$ cat config.mk
export PLATFORM = sky130hd
export DESIGN_NAME = cheese_spawner
export DESIGN_NICKNAME = d
export VERILOG_FILES = /design/src/rtl/game_pkg.sv /design/src/rtl/spawn_lfsr.sv /design/src/rtl/cheese_spawner.sv
export SDC_FILE = /design/constraint.sdc
export NUM_CORES = 1
export LEC_CHECK = 0
export CORE_ASPECT_RATIO = 1.5
export CORE_MARGIN = 2
export CORE_UTILIZATION = 52
export CTS_BUF_LIST = sky130_fd_sc_hd__clkbuf_2 sky130_fd_sc_hd__clkbuf_4 sky130_fd_sc_hd__clkbuf_8
export DETAILED_ROUTE_END_ITERATION = 16
export GPL_TIMING_DRIVEN = 0
export PLACE_DENSITY = 0.84
export SETUP_SLACK_MARGIN = 0.4
export SYNTH_ARGS = -nofsm -noshare
export SYNTH_HDL_FRONTEND = slang
export SYNTH_HIERARCHICAL = 1
export SYNTH_SLANG_ARGS = --single-unit
$ cat constraint.sdc
create_clock -name clk -period 3.1 [get_ports clk]
set_input_delay 0.465 -clock clk [delete_from_list [all_inputs] [get_ports clk]]
set_output_delay 0.465 -clock clk [all_outputs]
set_load 0.02 [all_outputs]
$ cat src/rtl/game_pkg.sv
// Shared game constants: cheese platform spot table, spawner state encoding, spot selection helper.
package game_pkg;

  localparam int N_SPOTS = 8;

  localparam logic [11:0] CHEESE_SPOT_X [0:N_SPOTS-1] = '{
    12'd40, 12'd120, 12'd200, 12'd280, 12'd360, 12'd440, 12'd520, 12'd600
  };

  localparam logic [11:0] CHEESE_SPOT_Y [0:N_SPOTS-1] = '{
    12'd400, 12'd320, 12'd400, 12'd240, 12'd320, 12'd160, 12'd400, 12'd240
  };

  typedef enum logic [2:0] {
    HIDDEN,
    PLACE,
    VISIBLE,
    RESPAWN,
    DONE
  } cheese_state_t;

  // A candidate equal to the current spot is bumped by one so the cheese always moves.
  function automatic logic [2:0] pick_spot(input logic [2:0] cand, input logic [2:0] cur);
    return (cand == cur) ? cand + 3'd1 : cand;
  endfunction

endpackage

$ cat src/rtl/spawn_lfsr.sv
// 8-bit Galois LFSR (x^8+x^6+x^5+x^4+1), advances every cycle, loads SEED on rst.
// Latency: new value each cycle; no backpressure.
module spawn_lfsr #(
  parameter logic [7:0] SEED = 8'hA5
) (
  input  logic       clk,
  input  logic       rst,
  output logic [7:0] lfsr
);

  always_ff @(posedge clk) begin
    if (rst) begin
      lfsr <= SEED;
    end else begin
      lfsr <= {1'b0, lfsr[7:1]} ^ (lfsr[0] ? 8'hB8 : 8'h00);
    end
  end

endmodule

$ cat src/rtl/cheese_spawner.sv
// Cheese placement sequencer: pseudo-random spot, hide on take, respawn after N frames; CHEESE_TIMEOUT_EN adds relocation of an untaken cheese.
// Latency: start -> visible in 2 cycles; last respawn tick -> visible in 2 cycles; no backpressure.
module cheese_spawner
  import game_pkg::*;
#(
  parameter int         RESPAWN_FRAMES = 60,
  parameter int         TIMEOUT_FRAMES = 600,
  parameter logic [7:0] LFSR_SEED      = 8'hA5
) (
  input  logic        clk,
  input  logic        rst,
  input  logic        reset,
  input  logic        start,
  input  logic        frame_tick,
  input  logic        cheese_taken,
  input  logic        cheese_gm,
  output logic [11:0] cheese_x,
  output logic [11:0] cheese_y,
  output logic        cheese_visible,
  output logic [2:0]  spot_idx,
  output logic        round_done
);

  localparam logic [9:0] RESP_LAST = 10'(RESPAWN_FRAMES - 1);
  localparam logic [9:0] TMO_LAST  = 10'(TIMEOUT_FRAMES - 1);

  cheese_state_t state_q, state_d;
  logic [7:0]    lfsr;
  logic          lfsr_unused;
  logic [9:0]    resp_cnt;
  logic [2:0]    next_spot;
  logic          tmo_hit;

  spawn_lfsr #(.SEED(LFSR_SEED)) u_lfsr (
    .clk  (clk),
    .rst  (rst),
    .lfsr (lfsr)
  );

  // Only the low bits choose a spot.
  assign lfsr_unused = ^lfsr[7:3];
  assign next_spot   = pick_spot(lfsr[2:0], spot_idx);

`ifdef CHEESE_TIMEOUT_EN
  logic [9:0] tmo_cnt;

  assign tmo_hit = frame_tick && (tmo_cnt == TMO_LAST);

  always_ff @(posedge clk) begin
    if (rst || reset || state_q != VISIBLE) begin
      tmo_cnt <= '0;
    end else if (frame_tick) begin
      tmo_cnt <= tmo_cnt + 10'd1;
    end
  end
`else
  logic tmo_cfg_unused;

  assign tmo_hit        = 1'b0;
  assign tmo_cfg_unused = ^TMO_LAST;
`endif

  always_comb begin
    state_d = state_q;
    unique case (state_q)
      HIDDEN:  if (start) state_d = PLACE;
      PLACE:   state_d = VISIBLE;
      VISIBLE: begin
        if (cheese_taken && cheese_gm) state_d = DONE;
        else if (cheese_taken)         state_d = RESPAWN;
        else if (tmo_hit)              state_d = PLACE;
      end
      RESPAWN: if (frame_tick && resp_cnt == RESP_LAST) state_d = PLACE;
      DONE:    state_d = DONE;
      default: state_d = HIDDEN;
    endcase
    if (reset) state_d = HIDDEN;
  end

  always_ff @(posedge clk) begin
    if (rst || reset) begin
      state_q        <= HIDDEN;
      cheese_x       <= '0;
      cheese_y       <= '0;
      cheese_visible <= 1'b0;
      spot_idx       <= '0;
      round_done     <= 1'b0;
      resp_cnt       <= '0;
    end else begin
      state_q        <= state_d;
      // A timeout relocation passes through PLACE without blinking the cheese off.
      cheese_visible <= (state_d == VISIBLE) || (state_q == VISIBLE && state_d == PLACE);
      round_done     <= (state_d == DONE);
      if (state_q == PLACE) begin
        spot_idx <= next_spot;
        cheese_x <= CHEESE_SPOT_X[next_spot];
        cheese_y <= CHEESE_SPOT_Y[next_spot];
      end
      // Cleared while visible so a tick coincident with the take is not counted.
      if (state_q == VISIBLE) begin
        resp_cnt <= '0;
      end else if (state_q == RESPAWN && frame_tick) begin
        resp_cnt <= resp_cnt + 10'd1;
      end
    end
  end

endmodule

### Word-level counts from Yosys, hierarchy flattened

Memories as Yosys holds them, arrays and structs flattened. A register that Yosys moved wholly into a read port is not among the register bits.
Cells that the tools add are included.

* bits of input ports: 7
* bits in read-only memories: 192
* memories kept: 2
* flip-flop bits (word level): 26

* bitwise gates (word level): 2
* reduce and logical (&&, ||, !) cells: 8
* equality and inequality tests: 9
* add/subtract/negate cells: 2
* multiplexer cells: 8

Memories
* (no name shown): depth 8, width 12, rd ports 1, clocked after memory_dff 1, wr ports 0, line cheese_spawner.sv:97 `cheese_y <= CHEESE_SPOT_Y[next_spot];`
* (no name shown): depth 8, width 12, rd ports 1, clocked after memory_dff 1, wr ports 0, line cheese_spawner.sv:96 `cheese_x <= CHEESE_SPOT_X[next_spot];`

Operators by type and width (number)
* two-way mux 3 bit: 6
* case mux 3 bit (5 select lines): 1
* adder 10 x 1 -> 10 bit (second input constant): 1
* == test 10 x 6 -> 1 bit (second input constant): 1
* == test 3 x 2 -> 1 bit (second input constant): 3
* two-way mux 8 bit: 1
* XOR 7 x 8 -> 8 bit: 1
* == test 3 x 1 -> 1 bit (second input constant): 2
* == test 3 bit (second input constant): 2
* logical AND 1 bit: 4
* NOT 3 -> 4 bit: 1
* adder 3 x 1 -> 3 bit (second input constant): 1
* == test 3 bit: 1
* zero test 3 bit: 1
* logical OR 1 bit: 2
* OR reduction 2 bit: 1

### Longest topological paths before layout

Gate-level depths: netlist of the first run.

* depth in word-level cells: 8
* depth in mapped cells: 8
* gate-level depth less buffers: 8

### Hierarchy

The synthesis of the first run kept the hierarchy.

Modules (own cells, without submodules)
* cheese_spawner: cells each 171, area each 1491.4 µm², instances 1
* spawn_lfsr: cells each 19, area each 231.5 µm², instances 1

### Worst setup path after synthesis of the first run

No wires, ideal clock.

* kind: reg-to-reg
* start: register u_lfsr.lfsr[0]
* end: register cheese_x[6]
* setup slack: 0.941 ns
* cell stages (with the launch flop): 8
* arrival time: 2.097 ns
* required time: 3.038 ns
* buffers on the path: 0
* clock period less this slack: 2.159 ns
* cell sequence: dfxtp_1 ha_1 inv_1 a31oi_1 a2bb2oi_1 ha_1 or4_4 nand3_1

* cells in the longest elaborated chain, start to end: 3
* elaborated cells on any way between the ends: 4

RTL lines
* from (decl): line spawn_lfsr.sv:8 `output logic [7:0] lfsr`
* from (signal assigned): line spawn_lfsr.sv:15 `lfsr <= {1'b0, lfsr[7:1]} ^ (lfsr[0] ? 8'hB8 : 8'h00);`
* adder 3 x 1 -> 3 bit / == test 3 bit (equally long branches): line game_pkg.sv:24 `return (cand == cur) ? cand + 3'd1 : cand;`
* two-way mux 3 bit (*): line game_pkg.sv:24
* net next_spot[1]: line cheese_spawner.sv:31 `logic [2:0] next_spot;`
* NOT 3 -> 4 bit (not written as such) (*): line cheese_spawner.sv:96
* to (decl): line cheese_spawner.sv:17 `output logic [11:0] cheese_x,`

Mark *: on every way through the listed nets, which the timed path passes. The rest lies on a longest branch.
A chain may end at the register's enable or synchronous reset.

### Final worst setup path of the first run

Ends and elaborated chain as after synthesis.

==> impl_metrics.csv, run 1 <==
group,metric,value,unit
power_and_ir_drop,netSwitchingPower,0.268,mW
layout,areaGrowthSynthToFinish,26.4,%
sta,hold_violations,0,
setup_path,crit_fanout,7,
layout,multiInputGateArea,868,um2
route,wirelength,3420,um
logic_synthesis,synth.distinct_cells,41,
cts,post_cts_buffers,0,
setup_path,crit_buf_inv,1,
setup_path,path_depth,7,
layout,final_nets,246,
cts,numCtsBuffers,5,
global_route,grt_pass1_wl,5360,um
cts,htree_levels,2,
sta,worst_slack,0.599,ns
cts,cts_tree,"built",
power_and_ir_drop,power.total,1.14,mW
die,initial_core_util,0.545,
power_and_ir_drop,p_seq_frac,0.441,
min_path,min-delay-path-class,"flip-flop to flip-flop",
cts,clkTransAtPathRegs,0.08,ns
setup_path,slowest_stage,"or4_4",
route,wl_met2,1810,um
route,postRouteAntennaNets,0,
layout,drive_above_1_share,0.142,
place,dpl.cell_count,264,
setup_path,cp_top_family,"adder cells",
cts,hold_buffers,0,
die,core,0.00316,mm2
die,die_w,51,um
logic_synthesis,syn_area_per_cell,9.07,um2
sta,period_needed,2.50,ns
power_and_ir_drop,clkPwrFrac,0.437,
setup_path,crit_top_cell,"ha_1",
setup_path,cp-start-kind,"flip-flop",
cts,clock_path_buffers,2,
power_and_ir_drop,peakVddDrop,393,uV
cts,worstSkewPairLatency,0.30,ns
place,dp_slack,0.668,ns
layout,mostFrequentLayoutCell,"dfxtp_1",
die,rows,25,
setup_path,crit_path_max_incr_delay,0.54,ns
route,met1_length,1310,um
sta,slew_headroom,0.545,
status,status,"finished clean",
place,dp_hpwl,2450,um
global_route,grt_usage,0.194,
layout,seqCellArea,741,um2
sta,clock_skew,0.00731,ns
min_path,hold_path_depth,1,
route,drc_errors,0,
global_route,grt_max_degree,15,
sta,fin_tns_setup,0,ns
sta,slew_viol_final,0,
cts,cts_sinks,37,
logic_synthesis,ys.warnings.count,6,
layout,instances_no_fill,272,
power_and_ir_drop,power.leakage,0.870,nW
power_and_ir_drop,switching_share,0.236,
setup_path,path_cells,"ha_1 > inv_1 > a31oi_1 > a2bb2oi_1 > ha_1 > or4_4 > nand3_1",
route,wl_met3,216,um
die,dieArea,0.00380,mm2
route,drtIter0Drc,37,
sta,worst_pin_slew,0.678,ns
setup_path,required,3.34,ns
layout,postLayoutCoreUtil,0.690,
place,port_buffers,23,
job,maxCapViolations,0,
setup_path,r2r_cells,7,
logic_synthesis,seq_area_frac_synth,0.430,
route,drt_pass1_iterations,4,
place,gp_congestion,0.794,
global_route,first_global_vias,1237,
power_and_ir_drop,power.density,522,mW/mm2
logic_synthesis,synth-seq-cells,37,
global_route,globalRouteOverflowTotal,0,
layout,fillers,255,
logic_synthesis,synthesis.area,0.00172,mm2
logic_synthesis,synth_cells,190,
setup_path,critPathCaptureType,"flip-flop",
sta,min_period_over_period,0.807,
global_route,antenna_found_initial,0,
cts,ctsResizeCount,0,
die,ios,36,
setup_path,critical_path_arrival,2.74,ns
route,num_vias,1413,
power_and_ir_drop,p_int,0.869,mW
cts,root_buffer,"clkbuf_8",
die,die_h,74.5,um
route,vias_per_cell,5.19,
sta,setup_viol,0,
sta,rsz0062_at_grt,"false",
sta,fmax,0.400,GHz
layout,final_cell_mix,"37 x dfxtp_1, 23 x clkdlybuf4s50_1, 19 x nor2_1",
route,highest_layer,"met4",
power_and_ir_drop,comb_power_share,0.122,
layout,num_antenna_cells,0,
route,wire_per_inst,12.6,um
setup_path,crit_type,"flip-flop to flip-flop",
[power groups by stage]
stage	combinational, mW	clock [mW]	sequential, mW
2_1_floorplan	0.0966	0	0.515
3_3_place_gp	0.134	0	0.512
3_5_place_dp	0.137	0	0.512
4_1_cts	0.139	0.503	0.501
5_1_grt	0.153	0.524	0.503
6_report	0.139	0.497	0.501
[kinds of logic after synthesis]
logic type	share of synthesized area
fa+ha+maj	0.0581
mux	0.0305
compound gates	0.105
buf+inv	0.0901
flops	0.430
xor+xnor	0.0661
simple gates	0.218
other cells	0.00218
[cell type report]
| class | instances | area share |
|---|---|---|
| Tap cell | 40 | 0.0230 |
| Clock buffer | 5 | 0.0316 |
| Timing Repair Buffer | 23 | 0.106 |
| Buffer | 19 | 0.0574 |
| Multi-Input combinational cell | 137 | 0.399 |
| Inverter | 8 | 0.0138 |
| Sequential cell | 37 | 0.340 |
| Clock inverter | 3 | 0.0299 |
[synth_stat cells]
cell type,n,area (um2)
a211oi_1,2,15.0
a21boi_0,1,7.51
a21oi_1,9,45.0
a21oi_2,1,8.76
a2bb2oi_1,1,8.76
a31oi_1,2,12.5
a32o_1,2,20.0
and2_1,2,12.5
and3_1,1,6.26
and4_1,1,8.76
and4b_1,1,10.0
buf_2,4,20.0
buf_4,13,97.6
clkbuf_1,2,7.51
conb_1,1,3.75
dfxtp_1,37,741
ha_1,8,100
inv_1,7,26.3
inv_2,1,3.75
mux2_2,2,22.5
mux2i_1,3,30.0
nand2_1,7,26.3
nand2b_1,4,25.0
nand3_1,12,60.1
nand4_1,6,37.5
nor2_1,19,71.3
nor2b_1,3,18.8
nor3_2,1,10.0
nor4_1,3,18.8
nor4b_1,1,8.76
o211ai_1,1,7.51
o21ai_0,7,35.0
o21ai_1,1,5.00
o311ai_1,1,8.76
o31ai_1,1,7.51
or2_1,3,18.8
or2_2,2,12.5
or3_1,3,18.8
or4_4,1,11.3
xnor2_1,9,78.8
xor2_1,4,35.0
[flip-flops by register name, indices dropped and copies added (netlist names)]
| register | cells |
|---|---|
| cheese_y | 5 |
| resp_cnt | 10 |
| cheese_visible | 1 |
| round_done | 1 |
| cheese_x | 7 |
| u_lfsr/lfsr | 8 |
| state_q | 3 |
| spot_idx | 2 |
[per-layer routing]
layer / global-route usage / vias up
met3: 0.0663 / 8
li1: - / 711
met2: 0.342 / 38
met1: 0.197 / 656
met5: 0 / -
met4: 0.108 / 0
[stage by stage]
step | instance area [um2] | hold slack, ns
2_1_floorplan | 1760 | 0.383
3_3_place_gp | 2040 | 0.389
3_5_place_dp | 2040 | 0.405
4_1_cts | 2180 | 0.418
5_1_grt | 2180 | 0.436
6_report | 2180 | 0.414
[worst paths after layout]
check	to	startpoint	slack, ns
worst max register to register	cheese_x[6]	u_lfsr/lfsr[0]	0.60
worst min-delay path	u_lfsr/lfsr[2]	u_lfsr/lfsr[3]	0.41
worst min register to register	u_lfsr/lfsr[2]	u_lfsr/lfsr[3]	0.41
worst max-delay path	cheese_x[6]	u_lfsr/lfsr[0]	0.60
No activity file was read; power rests on OpenSTA's default activity.
==> run 2, diff against run 1 <==
- CORE_UTILIZATION: 52 -> 47
- PLACE_DENSITY: 0.84 -> 0.8
- clock period: 3.1 -> 2.3 ns (I/O delays scaled with it)
==> impl_metrics.csv, run 2 (synthesis gave the netlist of run 1 again) <==
group,metric,value,unit
status,status,"finished clean",
sta,hold_violations,0,
global_route,antenna_found_initial,0,
sta,clock_skew,0.00520,ns
global_route,globalRouteOverflowTotal,0,
layout,mostFrequentLayoutCell,"dfxtp_1",
route,num_vias,1416,
route,drc_errors,0,
global_route,grt_pass1_wl,5690,um
power_and_ir_drop,switching_share,0.239,
place,gp_congestion,0.795,
global_route,grt_usage,0.187,
layout,drive_above_1_share,0.252,
route,wirelength,3590,um
cts,clkTransAtPathRegs,0.07,ns
route,vias_per_cell,5.06,
cts,clock_path_buffers,2,
place,port_buffers,23,
power_and_ir_drop,p_seq_frac,0.428,
cts,cts_tree,"built",
layout,final_cell_mix,"31 x dfxtp_1, 22 x clkdlybuf4s50_1, 19 x buf_4",
sta,rsz0062_at_grt,"true",
setup_path,required,2.54,ns
die,dieArea,0.00418,mm2
power_and_ir_drop,power.total,1.58,mW
layout,num_antenna_cells,0,
setup_path,cp-start-kind,"flip-flop",
power_and_ir_drop,clkPwrFrac,0.419,
cts,hold_buffers,0,
route,drt_pass1_iterations,4,
cts,cts_sinks,37,
sta,fmax,0.520,GHz
place,dp_slack,0.0444,ns
power_and_ir_drop,peakVddDrop,610,uV
layout,reg_top3,"resp_cnt: 10 flops, u_lfsr/lfsr: 8 flops, cheese_x: 7 flops",
cts,root_buffer,"clkbuf_8",
min_path,hold_start,"u_lfsr/lfsr[3]",
die,die_w,53.4,um
setup_path,crit_type,"flip-flop to flip-flop",
power_and_ir_drop,p_int,1.20,mW
die,ios,36,
setup_path,critical_path_arrival,2.16,ns
power_and_ir_drop,comb_power_share,0.153,
setup_path,critPathLaunch,"u_lfsr/lfsr[0]",
route,postRouteAntennaNets,0,
die,initial_core_util,0.500,
layout,largest_reg_flops,10,
sta,fin_tns_setup,0,ns
place,dpl_cell_area,0.00209,mm2
setup_path,crit_fanout,3,
die,core,0.00345,mm2
die,rows,26,
setup_path,r2r_start,"u_lfsr/lfsr[0]",
sta,slew_headroom,0.505,
global_route,first_global_vias,1376,
power_and_ir_drop,netSwitchingPower,0.376,mW
sta,worst_slack,0.376,ns
power_and_ir_drop,power.leakage,0.941,nW
job,maxCapViolations,0,
sta,worst_pin_slew,0.737,ns
sta,slew_viol_final,0,
setup_path,critPathCaptureType,"flip-flop",
layout,final_nets,252,
layout,design_area,0.00233,mm2
route,drtIter0Drc,28,
sta,period_needed,1.92,ns
cts,htree_levels,2,
die,die_h,78.2,um
min_path,min-delay-path-class,"flip-flop to flip-flop",
layout,areaGrowthSynthToFinish,35.3,%
place,dp_hpwl,2420,um
power_and_ir_drop,power.density,677,mW/mm2
cts,worstSkewPairLatency,0.29,ns
layout,postLayoutCoreUtil,0.676,
sta,min_period_over_period,0.836,
sta,setup_viol,0,
cts,numCtsBuffers,5,
global_route,grt_max_degree,15,
route,wire_per_inst,12.8,um
layout,largest-register,"resp_cnt",
[run 2: final timing paths]
path / slack, ns / cells after the start / endpoint
hold / removal: 0.41 / 1 / u_lfsr/lfsr[2]
setup / recovery: 0.38 / 7 / cheese_x[6]
hold reg to reg: 0.41 / 1 / u_lfsr/lfsr[2]
setup reg to reg: 0.38 / 7 / cheese_x[6]
[run 2: cell type report]
class / count / area [um2]
fill: 290 / 1120
sequential: 37 / 753
buffer: 19 / 125
tap: 42 / 52.6
inverter: 8 / 30.0
clock inverter: 3 / 65.1
clock buffer: 5 / 68.8
multi-input combinational: 137 / 958
timing repair buffer: 29 / 278
[run 2: power groups by stage]
stage | Sequential, mW | Combinational (mW) | Clock (mW)
floorplan | 0.696 | 0.135 | 0
global placement | 0.691 | 0.190 | 0
detailed placement | 0.692 | 0.194 | 0
CTS | 0.674 | 0.223 | 0.675
global route | 0.678 | 0.261 | 0.698
finish | 0.675 | 0.242 | 0.660
[run 2: through the flow]
stage | instances | hold WS (ns)
after floorplan | 201 | 0.383
after global placement | 266 | 0.390
after detailed placement | 266 | 0.401
after CTS | 279 | 0.414
after global routing | 280 | 0.440
final | 280 | 0.410
[run 2: worst max-delay path: stages, from the launching register on]
cell       delay [ns]
dfxtp_4          0.37
ha_4             0.27
inv_2            0.04
a31oi_4          0.13
a2bb2oi_2        0.19
ha_1             0.26
or4_4            0.54
nand3_2          0.07
[run 2: what timing repair did]
item	in CTS	in global routing
resized for setup	10	7
pin swaps	7	3
setup endpoints to repair	11	11
buffers inserted	5	1
[run 2: metal layers]
metal	routed length (um)	up-vias	GRT usage
met3	148	11	0.0532
met5	0	-	0
met2	1890	31	0.343
met1	1410	653	0.176
met4	129	0	0.100
li1	-	721	-
